## config.mk

```make
export PLATFORM = sky130hd
export DESIGN_NAME = banner_overlay
export DESIGN_NICKNAME = d
export VERILOG_FILES = /design/src/rtl/banner_pkg.sv /design/src/rtl/sprite_addr_gen.sv /design/src/rtl/banner_overlay.sv
export SDC_FILE = /design/constraint.sdc
export NUM_CORES = 1
export LEC_CHECK = 0
export CORE_MARGIN = 10
export CORE_UTILIZATION = 55
export DETAILED_ROUTE_END_ITERATION = 8
export PLACE_DENSITY_LB_ADDON = 0.15
export SETUP_SLACK_MARGIN = 0.3
export SLEW_MARGIN = 20
export SYNTH_ARGS = -nofsm -noshare
export SYNTH_HDL_FRONTEND = slang
export SYNTH_SLANG_ARGS = --single-unit
```

## constraint.sdc

```tcl
create_clock -name clk_i -period 16.1 [get_ports clk_i]
set_input_delay 2.415 -clock clk_i [delete_from_list [all_inputs] [get_ports clk_i]]
set_output_delay 2.415 -clock clk_i [all_outputs]
set_load 0.05 [all_outputs]
```

## src/rtl/banner_pkg.sv

```systemverilog
// Shared types and elaboration helpers for the banner overlay and its sprite window.
package banner_pkg;

  typedef enum logic [1:0] {HIDDEN, SLIDING, SETTLED} state_e;

  typedef logic signed [9:0] coord_t;

  function automatic bit addr_w_ok(input int addr_w, input int width, input int height);
    return $clog2(width * height) <= addr_w;
  endfunction

endpackage

```

## src/rtl/sprite_addr_gen.sv

```systemverilog
// Registered rectangular window hit test and row-major ROM address for one sprite.
module sprite_addr_gen
  import banner_pkg::*;
#(
  parameter int ADDR_W = 15
) (
  input  logic              clk_i,
  input  logic              rst_i,
  input  logic              en_i,
  input  coord_t            pos_x_i,
  input  coord_t            pos_y_i,
  input  logic [9:0]        size_w_i,
  input  logic [9:0]        size_h_i,
  input  logic [8:0]        pixel_x_i,
  input  logic [8:0]        pixel_y_i,
  output logic              hit_o,
  output logic [ADDR_W-1:0] addr_o
);

  logic signed [10:0] px, py, x0, y0, x1, y1;
  logic [10:0]        dist_x, dist_y;
  logic [21:0]        lin;
  logic               hit_d;
  logic [ADDR_W-1:0]  addr_d;

  // One guard bit so position + size never wraps in the compare.
  always_comb begin
    px     = {2'b00, pixel_x_i};
    py     = {2'b00, pixel_y_i};
    x0     = {pos_x_i[9], pos_x_i};
    y0     = {pos_y_i[9], pos_y_i};
    x1     = x0 + {1'b0, size_w_i};
    y1     = y0 + {1'b0, size_h_i};
    dist_x = px - x0;
    dist_y = py - y0;
    lin    = 22'(dist_y) * 22'(size_w_i) + 22'(dist_x);
    hit_d  = en_i && (px >= x0) && (px < x1) && (py >= y0) && (py < y1);
    addr_d = hit_d ? ADDR_W'(lin) : '0;
  end

  always_ff @(posedge clk_i or posedge rst_i) begin
    if (rst_i) begin
      hit_o  <= 1'b0;
      addr_o <= '0;
    end else begin
      hit_o  <= hit_d;
      addr_o <= addr_d;
    end
  end

endmodule

```

## src/rtl/banner_overlay.sv

```systemverilog
// Animated banner window: slides in from above the screen, settles at its centre and
// optionally blinks; all motion advances on the per-frame tick.
module banner_overlay
  import banner_pkg::*;
#(
  parameter int WIDTH        = 203,
  parameter int HEIGHT       = 31,
  parameter int X_CENTER     = 160,
  parameter int Y_CENTER     = 100,
  parameter int ADDR_W       = 15,
  parameter int SLIDE_STEP   = 4,
  parameter int BLINK_FRAMES = 30
) (
  input  logic              clk_i,
  input  logic              reset_i,
  input  logic              show_i,
  input  logic              blink_en_i,
  input  logic              frame_tick_i,
  input  logic [8:0]        pixel_x_i,
  input  logic [8:0]        pixel_y_i,
  output logic              is_obj_o,
  output logic [ADDR_W-1:0] obj_address_o,
  output logic              settled_o
);

  localparam coord_t             X_POS     = coord_t'(X_CENTER - WIDTH / 2);
  localparam coord_t             Y_FINAL   = coord_t'(Y_CENTER - HEIGHT / 2);
  localparam coord_t             Y_START   = coord_t'(-HEIGHT);
  localparam logic signed [10:0] Y_FINAL11 = 11'(Y_CENTER - HEIGHT / 2);
  localparam logic signed [10:0] STEP      = 11'(SLIDE_STEP);
  localparam int                 CNT_W     = (BLINK_FRAMES > 1) ? $clog2(BLINK_FRAMES) : 1;
  localparam logic [CNT_W-1:0]   CNT_LAST  = CNT_W'(BLINK_FRAMES - 1);

  if (!addr_w_ok(ADDR_W, WIDTH, HEIGHT)) begin : g_addr_w_check
    $error("banner_overlay: ADDR_W too small for WIDTH*HEIGHT");
  end

  state_e             state_q, state_d;
  coord_t             y_top_q, y_top_d;
  logic [CNT_W-1:0]   blink_cnt_q, blink_cnt_d;
  logic               visible_q, visible_d;
  logic               settled_q, settled_d;
  logic               win_en;
  logic signed [10:0] y_next;

  always_ff @(posedge clk_i or posedge reset_i) begin
    if (reset_i) begin
      state_q     <= HIDDEN;
      y_top_q     <= Y_START;
      blink_cnt_q <= '0;
      visible_q   <= 1'b1;
      settled_q   <= 1'b0;
    end else begin
      state_q     <= state_d;
      y_top_q     <= y_top_d;
      blink_cnt_q <= blink_cnt_d;
      visible_q   <= visible_d;
      settled_q   <= settled_d;
    end
  end

  always_comb begin
    state_d     = state_q;
    y_top_d     = y_top_q;
    blink_cnt_d = blink_cnt_q;
    visible_d   = visible_q;
    y_next      = {y_top_q[9], y_top_q} + STEP;
    if (!show_i) begin
      state_d     = HIDDEN;
      y_top_d     = Y_START;
      blink_cnt_d = '0;
      visible_d   = 1'b1;
    end else begin
      unique case (state_q)
        HIDDEN: begin
          // The frame tick coinciding with Show is deliberately ignored here.
          if (SLIDE_STEP == 0) begin
            state_d = SETTLED;
            y_top_d = Y_FINAL;
          end else begin
            state_d = SLIDING;
          end
        end
        SLIDING: begin
          if (frame_tick_i) begin
            if (y_next >= Y_FINAL11) begin
              y_top_d = Y_FINAL;
              state_d = SETTLED;
            end else begin
              y_top_d = y_next[9:0];
            end
          end
        end
        SETTLED: begin
          if (!blink_en_i) begin
            blink_cnt_d = '0;
            visible_d   = 1'b1;
          end else if (frame_tick_i) begin
            if (blink_cnt_q == CNT_LAST) begin
              blink_cnt_d = '0;
              visible_d   = ~visible_q;
            end else begin
              blink_cnt_d = blink_cnt_q + 1'b1;
            end
          end
        end
        default: state_d = HIDDEN;
      endcase
    end
  end

  // Window enable follows the post-edge state so aborts and blink releases show up next cycle.
  always_comb begin
    win_en    = (state_d != HIDDEN) && visible_d;
    settled_d = (state_d == SETTLED);
  end

  assign settled_o = settled_q;

  sprite_addr_gen #(
    .ADDR_W(ADDR_W)
  ) u_addr_gen (
    .clk_i     (clk_i),
    .rst_i     (reset_i),
    .en_i      (win_en),
    .pos_x_i   (X_POS),
    .pos_y_i   (y_top_d),
    .size_w_i  (10'(WIDTH)),
    .size_h_i  (10'(HEIGHT)),
    .pixel_x_i (pixel_x_i),
    .pixel_y_i (pixel_y_i),
    .hit_o     (is_obj_o),
    .addr_o    (obj_address_o)
  );

endmodule

```

== Word level (Yosys, flattened, before mapping) ==
Index checks and enable logic that the tools add are counted.

* Multiply operators: 1
* Bitwise operators: 1
* Multiplexer cells: 19
* $lt $le $gt $ge: 5
* Add/subtract/negate cells: 6
* Div/mod/pow operators: 0
* Equality and inequality tests: 6
* Reduce and logical (&&, ||, !) cells: 8
* Shifts and indexed selects: 0

{| class="wikitable"
|+ Operators with widths
! operator !! count
|-
| $mux 10 || 4
|-
| $mux 5 || 5
|-
| $add 15x11->15 || 1
|-
| $mul 11x8->15 const B || 1
|-
| $mux 15 || 1
|-
| $add 10x4->11 const B || 1
|-
| $add 10x6->11 const B || 1
|-
| $ge 11x8->1 const B || 1
|-
| $lt 10x11->1 || 1
|-
| $sub 10x10->11 || 1
|-
| $ge 10x10->1 || 1
|-
| $sub 9x6->10 const B || 1
|-
| $ge 9x6->1 const B || 1
|-
| $lt 9x9->1 const B || 1
|-
| $mux 2 || 3
|-
| $pmux 2 s3 || 1
|-
| $add 5x1->5 const B || 1
|-
| $eq 5x5->1 const B || 1
|-
| $logic_and 1x1->1 || 5
|-
| $mux 1 || 5
|-
| $eq 2x2->1 const B || 2
|-
| $ne 3x2->1 const B || 1
|-
| $eq 2x1->1 const B || 1
|-
| $logic_not 2->1 || 1
|-
| 4 further kinds || 4
|}

* Memories kept: 0
* Logic and storage cells: 53
* Memory bits (writable): 0
* Input bits: 23
* Output and inout bits: 17
* Register bits after elaboration: 35
* Memory bits (read-only): 0
* Bits in latches: 0

== Logic depth before layout (Yosys ltp) ==
Gate-level depths: netlist of run 1.

* Depth after elaboration: 13
* Mapped depth: 33
* Mapped depth without buffers: 32

== Modules after synthesis ==
From an unflattened synthesis of run 1, not the netlist that was laid out.

* Cell total of the unflattened synthesis: 824
* Area, all modules: 7060.5 sq um

{| class="wikitable"
|+ Modules (own cells, without submodules)
! module !! sequential area each (sq um) !! cells an instance !! times used !! area each (sq um)
|-
| sprite_addr_gen || 400.4 || 697 || 1 || 5880.6
|-
| banner_overlay || 484.2 || 127 || 1 || 1179.9
|}

== Worst setup path after synthesis of run 1 ==
OpenSTA, ideal clock, no wires.

* Path type: input port to flip-flop
* Start: in frame_tick_i
* End: reg u_addr_gen.addr_o[14]
* Cell stages on the path: 27
* Setup time: 96 ps
* Required time: 16004 ps
* Path slack: 7772 ps
* Arrival time: 8232 ps
* Path through: nand2_1 or2_2 buf_6 nor4_1 a22oi_1 nand2b_1 ha_1 a21oi_1 nand2_1 a21o_1 a21o_1 xor2_1 inv_1 fa_1 inv_1 ha_1 inv_1 fa_1 fa_1 inv_1 ha_1 a2111oi_0 nor3_1 a211oi_1 nor3_1 xnor2_1 a211oi_1

* Longest elaborated chain between the ends: 10
* Elaborated cells on any way between the ends: 23

{| class="wikitable"
|+ RTL lines
! element !! RTL line !! RTL
|-
| from (decl) || banner_overlay.sv:18 || <nowiki>input logic frame_tick_i,</nowiki>
|-
| parallel branches: the longest is 9 deep, another holds $mul 11x8->15 || - ||
|-
| $mux 15 * || sprite_addr_gen.sv:38 || <nowiki>addr_d = hit_d ? ADDR_W'(lin) : '0;</nowiki>
|-
| net u_addr_gen.addr_d[14] || sprite_addr_gen.sv:24 || <nowiki>logic [ADDR_W-1:0] addr_d;</nowiki>
|-
| to (signal assigned) || sprite_addr_gen.sv:47 || <nowiki>addr_o <= addr_d;</nowiki>
|-
| to (decl) || sprite_addr_gen.sv:17 || <nowiki>output logic [ADDR_W-1:0] addr_o</nowiki>
|}

Mark *: on every way through the listed nets, which the timed path passes.
A chain may end at the register's enable or synchronous reset.

== Worst setup path in the final report of run 1 ==
Same ends and word-level chain as after synthesis.

==> results of run 1 <==
routing by layer:
layer  track usage [%]  part of all wire (%)  wire (um)
met5                 0                     0          0
met4             4.738                   1.5        148
met3             1.955                   3.3        339
met2             27.65                    47       4822
met1             21.24                    48       4860
final cells by class:
class	instances	area (um^2)
multi-input combinational	383	3342
fill	731	3042
sequential	35	884.6
inverter	111	416.7
timing repair buffer	40	397.9
tap	105	131.4
clock buffer	6	72.57
clock inverter	2	12.51
per-stage QoR:
step | total power, mW | area [um^2] | util, % | hold WS (ns)
2_1_floorplan | 0.6383 | 4746 | - | 0.4384
3_3_place_gp | 0.7654 | 5172 | 62.32 | 0.4572
3_5_place_dp | 0.7764 | 5172 | 62.32 | 0.4711
4_1_cts | 0.8442 | 5258 | 63.35 | 0.4819
5_1_grt | 0.9438 | 5258 | 63.35 | 0.5010
6_report | 0.8374 | 5258 | 63.35 | 0.4769
layout by cell type, fill, tap and decap left out, drive strengths merged, types with 2 or more instances in the layout:
| cell | Yosys | final |
|---|---|---|
| a2111oi | 3 | 3 |
| a211oi | 16 | 16 |
| a21boi | 3 | 3 |
| a21o | 7 | 7 |
| a21oi | 26 | 26 |
| a22oi | 3 | 3 |
| and3 | 4 | 4 |
| and4 | 3 | 3 |
| clkbuf | 4 | 6 |
| clkdlybuf4s50 | 0 | 39 |
| clkinv | 1 | 2 |
| dfrtp | 28 | 28 |
| dfstp | 7 | 7 |
| fa | 28 | 28 |
| ha | 69 | 69 |
| inv | 110 | 110 |
| nand2 | 31 | 31 |
| nand2b | 7 | 7 |
| nand3 | 16 | 16 |
| nand3b | 3 | 3 |
| nand4 | 5 | 5 |
| nor2 | 26 | 26 |
| nor2b | 7 | 7 |
| nor3 | 15 | 15 |
| nor3b | 2 | 2 |
| nor4 | 4 | 4 |
| o2111ai | 2 | 2 |
| o211a | 2 | 2 |
| o211ai | 5 | 5 |
| o21a | 3 | 3 |
| o21ai | 25 | 25 |
| o21bai | 2 | 2 |
| o31a | 2 | 2 |
| o31ai | 4 | 4 |
| or2 | 6 | 6 |
| or3 | 4 | 4 |
| xnor2 | 26 | 26 |
| xor2 | 11 | 11 |
registers in the layout, summed over array words and instances (netlist names):
register / flops
u_addr_gen.hit_o: 1
blink_cnt_q: 5
y_top_q: 10
visible_q: 1
state_q: 2
settled_o: 1
u_addr_gen.addr_o: 15
worst paths after layout:
kind	to	from	slack, ns	depth (start not counted)
max	u_addr_gen.addr_o[14]	frame_tick_i	6.97	25
min	blink_cnt_q[4]	blink_cnt_q[4]	0.48	1
max reg2reg	u_addr_gen.addr_o[14]	y_top_q[3]	8.59	29
min reg2reg	blink_cnt_q[4]	blink_cnt_q[4]	0.48	1
max in group asynchronous	y_top_q[6]	reset_i	13.21	3
min in group asynchronous	blink_cnt_q[2]	reset_i	2.53	3
logic make-up after synthesis:
kind of cell	after synthesis	synth area share [%]
xor+xnor	38	7.698
flops	35	18.64
fa+ha+maj	97	30.00
buf+inv	122	10.94
compound gates	111	17.19
mux	2	0.5272
simple gates	135	15.00
worst max-delay path: cells and delay by family:
kind | cells | cell delay [ns]
compound gates | 6 | 1.28
xor+xnor | 3 | 0.86
fa+ha+maj | 6 | 2.22
buf+inv | 3 | 0.60
simple gates | 7 | 1.93
power by group:
group	switching [mW]	internal, mW	total [mW]	leakage [nW]
Sequential	0.00393	0.0989	0.103	0.458
Combinational	0.394	0.277	0.672	2.02
Clock	0.0327	0.0303	0.0629	0.0412
==> out/qor.json, run 1 <==
{
  "detailed_routing": {
    "initialDrtViolationCount": 224,
    "aggregate_routed_wire_length_mm": 10.17,
    "wl_per_cell_um": 14.91,
    "ant_nets": 0,
    "detailedRoute.firstPassIterationCount": 5,
    "routed-via-count": 3777,
    "post-route-drc-count": 0,
    "route.detailed.vias_per_inst": 5.538
  },
  "clock_network": {
    "clock_tree_from_tritoncts": "built",
    "cts_hold_buffers": 0,
    "cts-htree-levels": 2,
    "cts_num_sinks": 35,
    "cts_inserted_buffers": 5,
    "cts-resized-gates": 0,
    "clkTransAtPathRegs_ns": 0.08,
    "clock_latency_ns": 0.29,
    "post_cts_buffers": 0,
    "max-clock-path-buffers": 2,
    "cts-root-buf": "sky130_fd_sc_hd__clkbuf_8"
  },
  "sta": {
    "timing.final.crit_period_ns": 9.134,
    "hold_violations": 0,
    "unrepaired_setup_endpoints_after_global_routing": "no",
    "tns_ns": 0,
    "final.setup.worst_slack_ns": 6.966,
    "final-max-slew-violation-count": 0,
    "measured_slew_at_the_worst_slew_check_pin_ns": 1.010,
    "timing.slew.headroom_pct": 32.69,
    "period_utilisation_layout_pct": 56.73,
    "setup_viol": 0,
    "f_max_mhz": 109.5,
    "finalClockSkew_ns": 0.01189
  },
  "grt": {
    "grt_antenna_before_repair": 0,
    "grt-ovfl-total": 0,
    "grt_pass1_wl_mm": 17.75,
    "first_global_vias": 3789,
    "grt_usage_pct": 16.32,
    "grt_start_max_net_pins": 36
  },
  "die": {
    "top_level_ports": 40,
    "std_cell_core_area_mm2": 0.008299,
    "die-area_mm2": 0.01274,
    "floorplan.initialDensity_pct": 57.18,
    "die_w_um": 112.9,
    "placementRows": 33,
    "die-height_um": 112.9
  },
  "critical_path": {
    "timing.critical_path.fanout_max": 13,
    "worst_setup_path_start_kind": "primary input",
    "worst-endpoint-arrival_ns": 9.33,
    "critical_path.slowest_cell": "sky130_fd_sc_hd__nor4_1",
    "criticalPathCategory": "in2reg",
    "crit_path_end_kind": "flip-flop",
    "timing.critical_path.mode_cell": "sky130_fd_sc_hd__ha_1",
    "worst_ep_required_time_ns": 16.30,
    "slowest_delay_ns": 0.60
  },
  "layout": {
    "final_cells": 682,
    "diodes": 0,
    "design.final.nets": 696,
    "area_growth_syn_to_layout_pct": 10.78,
    "drive_above_1_share_pct": 8.666
  },
  "logic_synthesis": {
    "syn_area_mm2": 0.004746,
    "synth.ff_latch_count": 35,
    "post-synth-top-count-cell": "sky130_fd_sc_hd__inv_1",
    "postSynth.topFlopCell": "sky130_fd_sc_hd__dfrtp_1",
    "synth_cell_type_count": 70,
    "post_synth_edffs": 0,
    "synthesis.nets": 660,
    "yosys_warnings": 0,
    "syn_area_per_cell_um2": 8.789,
    "async_reset_ff_share_pct": 100.0,
    "synthTopCellsByCount": "sky130_fd_sc_hd__inv_1 (110), sky130_fd_sc_hd__ha_1 (69), sky130_fd_sc_hd__nand2_1 (31)",
    "syn_inst": 540,
    "synth.top_cell.area_share_pct": 18.19,
    "yosysSeqAreaShare_pct": 18.64,
    "netlist_top_cells_area": "sky130_fd_sc_hd__ha_1 (18%), sky130_fd_sc_hd__dfrtp_1 (15%), sky130_fd_sc_hd__fa_1 (12%)",
    "yosysTopAreaCell": "sky130_fd_sc_hd__ha_1"
  },
  "pwr": {
    "power_per_cell_area_mw_per_mm2": 159.3,
    "power_leakage_nw": 2.516,
    "worst_ir_drop_vdd_mv": 0.2984
  },
  "run_status": {
    "outcome": "finished clean"
  },
  "place": {
    "detailedPlace.worstSlack_ns": 6.740,
    "io_buffer_count": 39,
    "finalWeightedCongestion": 0.9028,
    "post-place-cells": 674,
    "dp_hpwl_mm": 8.486
  },
  "run": {
    "count_of_max_cap_constraint_violations": 0
  },
  "min_path": {
    "min-delay-path-class": "reg2reg"
  }
}
Note: power is estimated with default switching activity, not from simulation.
==> run 2, diff against run 1 <==
- clock period: 16.1 -> 8.68 ns (I/O delays scaled with it)
==> out/qor.json, run 2 (synthesis gave the netlist of run 1 again) <==
{
  "layout": {
    "max_flop_register": "u_addr_gen.addr_o",
    "number_of_filler_instances_in_the_final_layout": 739,
    "layout_top_registers": "u_addr_gen.addr_o x15, y_top_q x10, blink_cnt_q x5",
    "diodes": 0,
    "most_common_library_cell_in_the_layout_ignoring_fill_and_taps": "sky130_fd_sc_hd__inv_1",
    "largest_register_ffs": 15,
    "layout.cells.most_common_list": "sky130_fd_sc_hd__inv_1 (110), sky130_fd_sc_hd__ha_1 (69), sky130_fd_sc_hd__clkdlybuf4s50_1 (39)",
    "drive_above_1_share_pct": 9.622,
    "layout.cell_area.non_filler_mm2": 0.005349,
    "design.final.nets": 701,
    "area_growth_syn_to_layout_pct": 12.71
  },
  "die": {
    "die-area_mm2": 0.01274,
    "floorplan.initialDensity_pct": 57.18,
    "std_cell_core_area_mm2": 0.008299,
    "die-height_um": 112.9,
    "top_level_ports": 40,
    "placementRows": 33,
    "die_w_um": 112.9
  },
  "run": {
    "count_of_max_cap_constraint_violations": 0
  },
  "clock_network": {
    "cts_hold_buffers": 0,
    "clock_latency_ns": 0.29,
    "cts_inserted_buffers": 5,
    "max-clock-path-buffers": 2,
    "cts_num_sinks": 35,
    "cts-htree-levels": 2,
    "clock_tree_from_tritoncts": "built",
    "clkTransAtPathRegs_ns": 0.08,
    "cts-root-buf": "sky130_fd_sc_hd__clkbuf_8",
    "cts-resized-gates": 0,
    "post_cts_buffers": 0
  },
  "sta": {
    "f_max_mhz": 128.3,
    "timing.final.crit_period_ns": 7.793,
    "period_utilisation_layout_pct": 89.79,
    "finalClockSkew_ns": 0.009382,
    "final.hold.worst_slack_ns": 0.4917,
    "hold_violations": 0,
    "final-max-slew-violation-count": 0,
    "final.setup.worst_slack_ns": 0.8866,
    "measured_slew_at_the_worst_slew_check_pin_ns": 0.9999,
    "timing.slew.headroom_pct": 33.33,
    "unrepaired_setup_endpoints_after_global_routing": "no",
    "setup_viol": 0,
    "tns_ns": 0
  },
  "critical_path": {
    "worst-endpoint-arrival_ns": 7.99,
    "timing.critical_path.mode_cell": "sky130_fd_sc_hd__inv_1",
    "timing.critical_path.fanout_max": 13,
    "crit_path_end_kind": "flip-flop",
    "slowest_delay_ns": 0.56,
    "worst_setup_path_start_kind": "primary input",
    "critical_path.slowest_cell": "sky130_fd_sc_hd__fa_1",
    "criticalPathCategory": "in2reg",
    "worst_path_dominant_cell_family": "adder cells",
    "worst_ep_required_time_ns": 8.87,
    "timing.critical_path.buf_inv": 6
  },
  "detailed_routing": {
    "post-route-drc-count": 0,
    "wl_per_cell_um": 15.09,
    "detailedRoute.firstPassIterationCount": 4,
    "ant_nets": 0,
    "routed-via-count": 3814,
    "route.detailed.vias_per_inst": 5.552,
    "aggregate_routed_wire_length_mm": 10.37,
    "initialDrtViolationCount": 188
  },
  "grt": {
    "grt_pass1_wl_mm": 18.17,
    "first_global_vias": 3889,
    "grt_antenna_before_repair": 0,
    "grt_start_max_net_pins": 36,
    "grt-ovfl-total": 0,
    "grt_usage_pct": 16.69
  },
  "place": {
    "finalWeightedCongestion": 0.9122,
    "total_cell_area_at_the_placement_stage_mm2": 0.005210,
    "io_buffer_count": 39,
    "dp_hpwl_mm": 8.645,
    "detailedPlace.worstSlack_ns": 0.6316
  },
  "min_path": {
    "min-delay-path-class": "reg2reg"
  },
  "pwr": {
    "power_leakage_nw": 2.566,
    "total_power_mw": 1.619,
    "power_per_cell_area_mw_per_mm2": 302.6,
    "worst_ir_drop_vdd_mv": 0.5805
  },
  "run_status": {
    "outcome": "finished clean"
  }
}
run 2: cell types whose count changed in the layout (fill, tap and decap cells not counted), sizes merged:
cell,delta
bufinv,+2
clkinv,-1
clkinvlp,-1
buf,+5
run 2: metrics by stage:
stage                     instances  util (%)
after floorplan                 540         -
after CTS                       687     64.38
final                           687     64.45
after detailed placement        679     62.78
after global placement          679     62.78
after global routing            687     64.45
run 2: final timing paths:
kind | start | endpoint | slack, ns | depth (start not counted)
min in group asynchronous | reset_i | u_addr_gen.addr_o[1] | 1.42 | 3
setup reg to reg | y_top_q[3] | u_addr_gen.addr_o[14] | 1.10 | 31
max in group asynchronous | reset_i | y_top_q[6] | 6.91 | 3
hold / removal | blink_cnt_q[4] | blink_cnt_q[4] | 0.49 | 1
setup / recovery | frame_tick_i | u_addr_gen.addr_o[14] | 0.89 | 28
hold reg to reg | blink_cnt_q[4] | blink_cnt_q[4] | 0.49 | 1
run 2: final cells by class:
type                       instances  area, um^2  area share, %
timing repair buffer              45       435.4          8.140
sequential                        35       884.6          16.54
clock buffer                       6       72.57          1.357
inverter                         111       416.7          7.789
clock inverter                     2       60.06          1.123
multi-input combinational        383        3348          62.60
tap                              105       131.4          2.456
run 2: per-layer routing:
layer / global-route usage (%) / wire, um
met1: 22.25 / 4812
met2: 27.42 / 4948
met3: 2.060 / 417
met4: 5.245 / 191
met5: 0 / 0
run 2: report_power, final:
part | internal [mW] | total [mW] | switching (mW)
Combinational | 0.520 | 1.25 | 0.735
Sequential | 0.183 | 0.190 | 0.00679
Clock | 0.115 | 0.173 | 0.0585
run 2: worst register-to-register path: cells and delay by family, from the launching register on:
kind / cells / cell delay, ns
AOI/OAI and AO/OA: 8 / 2.20
xor gates and xnor gates: 2 / 0.37
buffers and inverters: 6 / 0.51
DFF: 1 / 0.50
and+or+nand+nor: 7 / 0.91
adders and majority gates: 8 / 3.00
==> run 3, diff against run 2 <==
- CORE_MARGIN: 10 -> 4
==> out/qor.json, run 3 (synthesis gave the netlist of run 1 again) <==
{
  "run_status": {
    "outcome": "finished clean"
  },
  "sta": {
    "finalClockSkew_ns": 0.008205,
    "f_max_mhz": 128.1,
    "final-max-slew-violation-count": 0,
    "setup_viol": 0,
    "hold_violations": 0,
    "period_utilisation_layout_pct": 89.90,
    "measured_slew_at_the_worst_slew_check_pin_ns": 0.9903,
    "timing.final.crit_period_ns": 7.804,
    "timing.slew.headroom_pct": 33.97,
    "unrepaired_setup_endpoints_after_global_routing": "no",
    "tns_ns": 0
  },
  "place": {
    "total_cell_area_at_the_placement_stage_mm2": 0.005210,
    "finalWeightedCongestion": 0.9077,
    "io_buffer_count": 39,
    "dp_hpwl_mm": 8.592
  },
  "die": {
    "die-area_mm2": 0.01018,
    "placementRows": 33,
    "floorplan.initialDensity_pct": 57.18,
    "die-height_um": 100.9,
    "die_w_um": 100.9,
    "std_cell_core_area_mm2": 0.008299,
    "top_level_ports": 40
  },
  "detailed_routing": {
    "initialDrtViolationCount": 111,
    "wl_per_cell_um": 14.81,
    "aggregate_routed_wire_length_mm": 10.17,
    "post-route-drc-count": 0,
    "route.detailed.vias_per_inst": 5.511,
    "ant_nets": 0,
    "routed-via-count": 3786,
    "detailedRoute.firstPassIterationCount": 5
  },
  "layout": {
    "post-route-util_pct": 64.38,
    "largest_register_ffs": 15,
    "diodes": 0,
    "layout.cells.most_common_list": "sky130_fd_sc_hd__inv_1 (110), sky130_fd_sc_hd__ha_1 (69), sky130_fd_sc_hd__clkdlybuf4s50_1 (39)",
    "drive_above_1_share_pct": 9.450,
    "area_growth_syn_to_layout_pct": 12.58,
    "layout_top_registers": "u_addr_gen.addr_o x15, y_top_q x10, blink_cnt_q x5",
    "design.final.nets": 701,
    "max_flop_register": "u_addr_gen.addr_o",
    "most_common_library_cell_in_the_layout_ignoring_fill_and_taps": "sky130_fd_sc_hd__inv_1",
    "layout.cell_area.non_filler_mm2": 0.005343
  },
  "critical_path": {
    "worst_setup_path_start_kind": "primary input",
    "worst-endpoint-arrival_ns": 8.00,
    "criticalPathCategory": "in2reg",
    "timing.critical_path.fanout_max": 13,
    "worst_ep_required_time_ns": 8.87,
    "crit_path_end_kind": "flip-flop"
  },
  "clock_network": {
    "clock_tree_from_tritoncts": "built",
    "cts_hold_buffers": 0,
    "cts_num_sinks": 35,
    "cts-root-buf": "sky130_fd_sc_hd__clkbuf_8",
    "clkTransAtPathRegs_ns": 0.07,
    "clock_latency_ns": 0.29,
    "post_cts_buffers": 0,
    "max-clock-path-buffers": 2,
    "cts_inserted_buffers": 5,
    "cts-htree-levels": 2,
    "cts-resized-gates": 0
  },
  "grt": {
    "grt-ovfl-total": 0,
    "grt_pass1_wl_mm": 17.80,
    "grt_start_max_net_pins": 36,
    "grt_usage_pct": 21.61,
    "first_global_vias": 3855,
    "grt_antenna_before_repair": 0
  },
  "pwr": {
    "power_leakage_nw": 2.565,
    "total_power_mw": 1.611,
    "worst_ir_drop_vdd_mv": 0.3956,
    "power_per_cell_area_mw_per_mm2": 301.6
  },
  "run": {
    "count_of_max_cap_constraint_violations": 0
  },
  "min_path": {
    "min-delay-path-class": "reg2reg"
  }
}
## run 3: final timing paths
path / start / endpoint / slack, ns / cells past startpoint
worst max-delay path: frame_tick_i / u_addr_gen.addr_o[14] / 0.88 / 28
worst min-delay path: blink_cnt_q[4] / blink_cnt_q[4] / 0.48 / 1
worst max register to register: y_top_q[2] / u_addr_gen.addr_o[14] / 1.09 / 31
worst min register to register: blink_cnt_q[4] / blink_cnt_q[4] / 0.48 / 1
max in group asynchronous: reset_i / y_top_q[5] / 6.93 / 3
min in group asynchronous: reset_i / blink_cnt_q[2] / 1.40 / 3
## run 3: critical path, cell delays in order
cell	delay, ns
sky130_fd_sc_hd__clkdlybuf4s50_1	0.49
sky130_fd_sc_hd__nand2_1	0.08
sky130_fd_sc_hd__or2_2	0.40
sky130_fd_sc_hd__nor4_1	0.30
sky130_fd_sc_hd__buf_4	0.17
sky130_fd_sc_hd__a22oi_1	0.08
sky130_fd_sc_hd__nand2b_1	0.19
sky130_fd_sc_hd__ha_1	0.35
sky130_fd_sc_hd__a21oi_1	0.23
sky130_fd_sc_hd__nand2_1	0.13
sky130_fd_sc_hd__a21o_1	0.19
sky130_fd_sc_hd__a21o_1	0.18
sky130_fd_sc_hd__xor2_1	0.28
sky130_fd_sc_hd__inv_1	0.20
sky130_fd_sc_hd__fa_1	0.56
sky130_fd_sc_hd__inv_1	0.04
sky130_fd_sc_hd__ha_1	0.28
sky130_fd_sc_hd__inv_1	0.07
sky130_fd_sc_hd__fa_1	0.43
sky130_fd_sc_hd__fa_1	0.54
sky130_fd_sc_hd__inv_1	0.04
sky130_fd_sc_hd__ha_1	0.22
sky130_fd_sc_hd__a2111oi_0	0.40
sky130_fd_sc_hd__nor3_1	0.17
sky130_fd_sc_hd__a211oi_1	0.23
sky130_fd_sc_hd__nor3_1	0.10
sky130_fd_sc_hd__xnor2_1	0.13
sky130_fd_sc_hd__a211oi_1	0.22
## run 3: area by class of cell
type | count | area [um^2]
Multi-Input combinational cell | 383 | 3342
Fill cell | 697 | 2957
Sequential cell | 35 | 884.6
Timing Repair Buffer | 45 | 435.4
Inverter | 111 | 416.7
Tap cell | 105 | 131.4
Clock buffer | 6 | 72.57
Clock inverter | 2 | 60.06
## run 3: metal layers
metal,part of all wire (%),global-route usage [%],up-vias
li1,-,-,1911
met1,46,28.92,1796
met2,49,37.72,69
met3,3.3,2.007,10
met4,1.3,5.215,0
met5,0,0,-
## run 3: per-stage QoR
step | cells | setup slack (ns) | hold WS, ns
2_1_floorplan | 540 | 1.465 | 0.4384
3_3_place_gp | 679 | 0.7685 | 0.4564
3_5_place_dp | 679 | 0.6370 | 0.4672
4_1_cts | 687 | 0.9246 | 0.4776
5_1_grt | 687 | 0.3602 | 0.5053
6_report | 687 | 0.8764 | 0.4781
## run 3: power by group
| group | total (mW) | internal (mW) | switching (mW) |
|---|---|---|---|
| registers | 0.191 | 0.183 | 0.00719 |
| clock network | 0.174 | 0.115 | 0.0590 |
| logic | 1.25 | 0.516 | 0.731 |
| total | 1.61 | 0.814 | 0.797 |
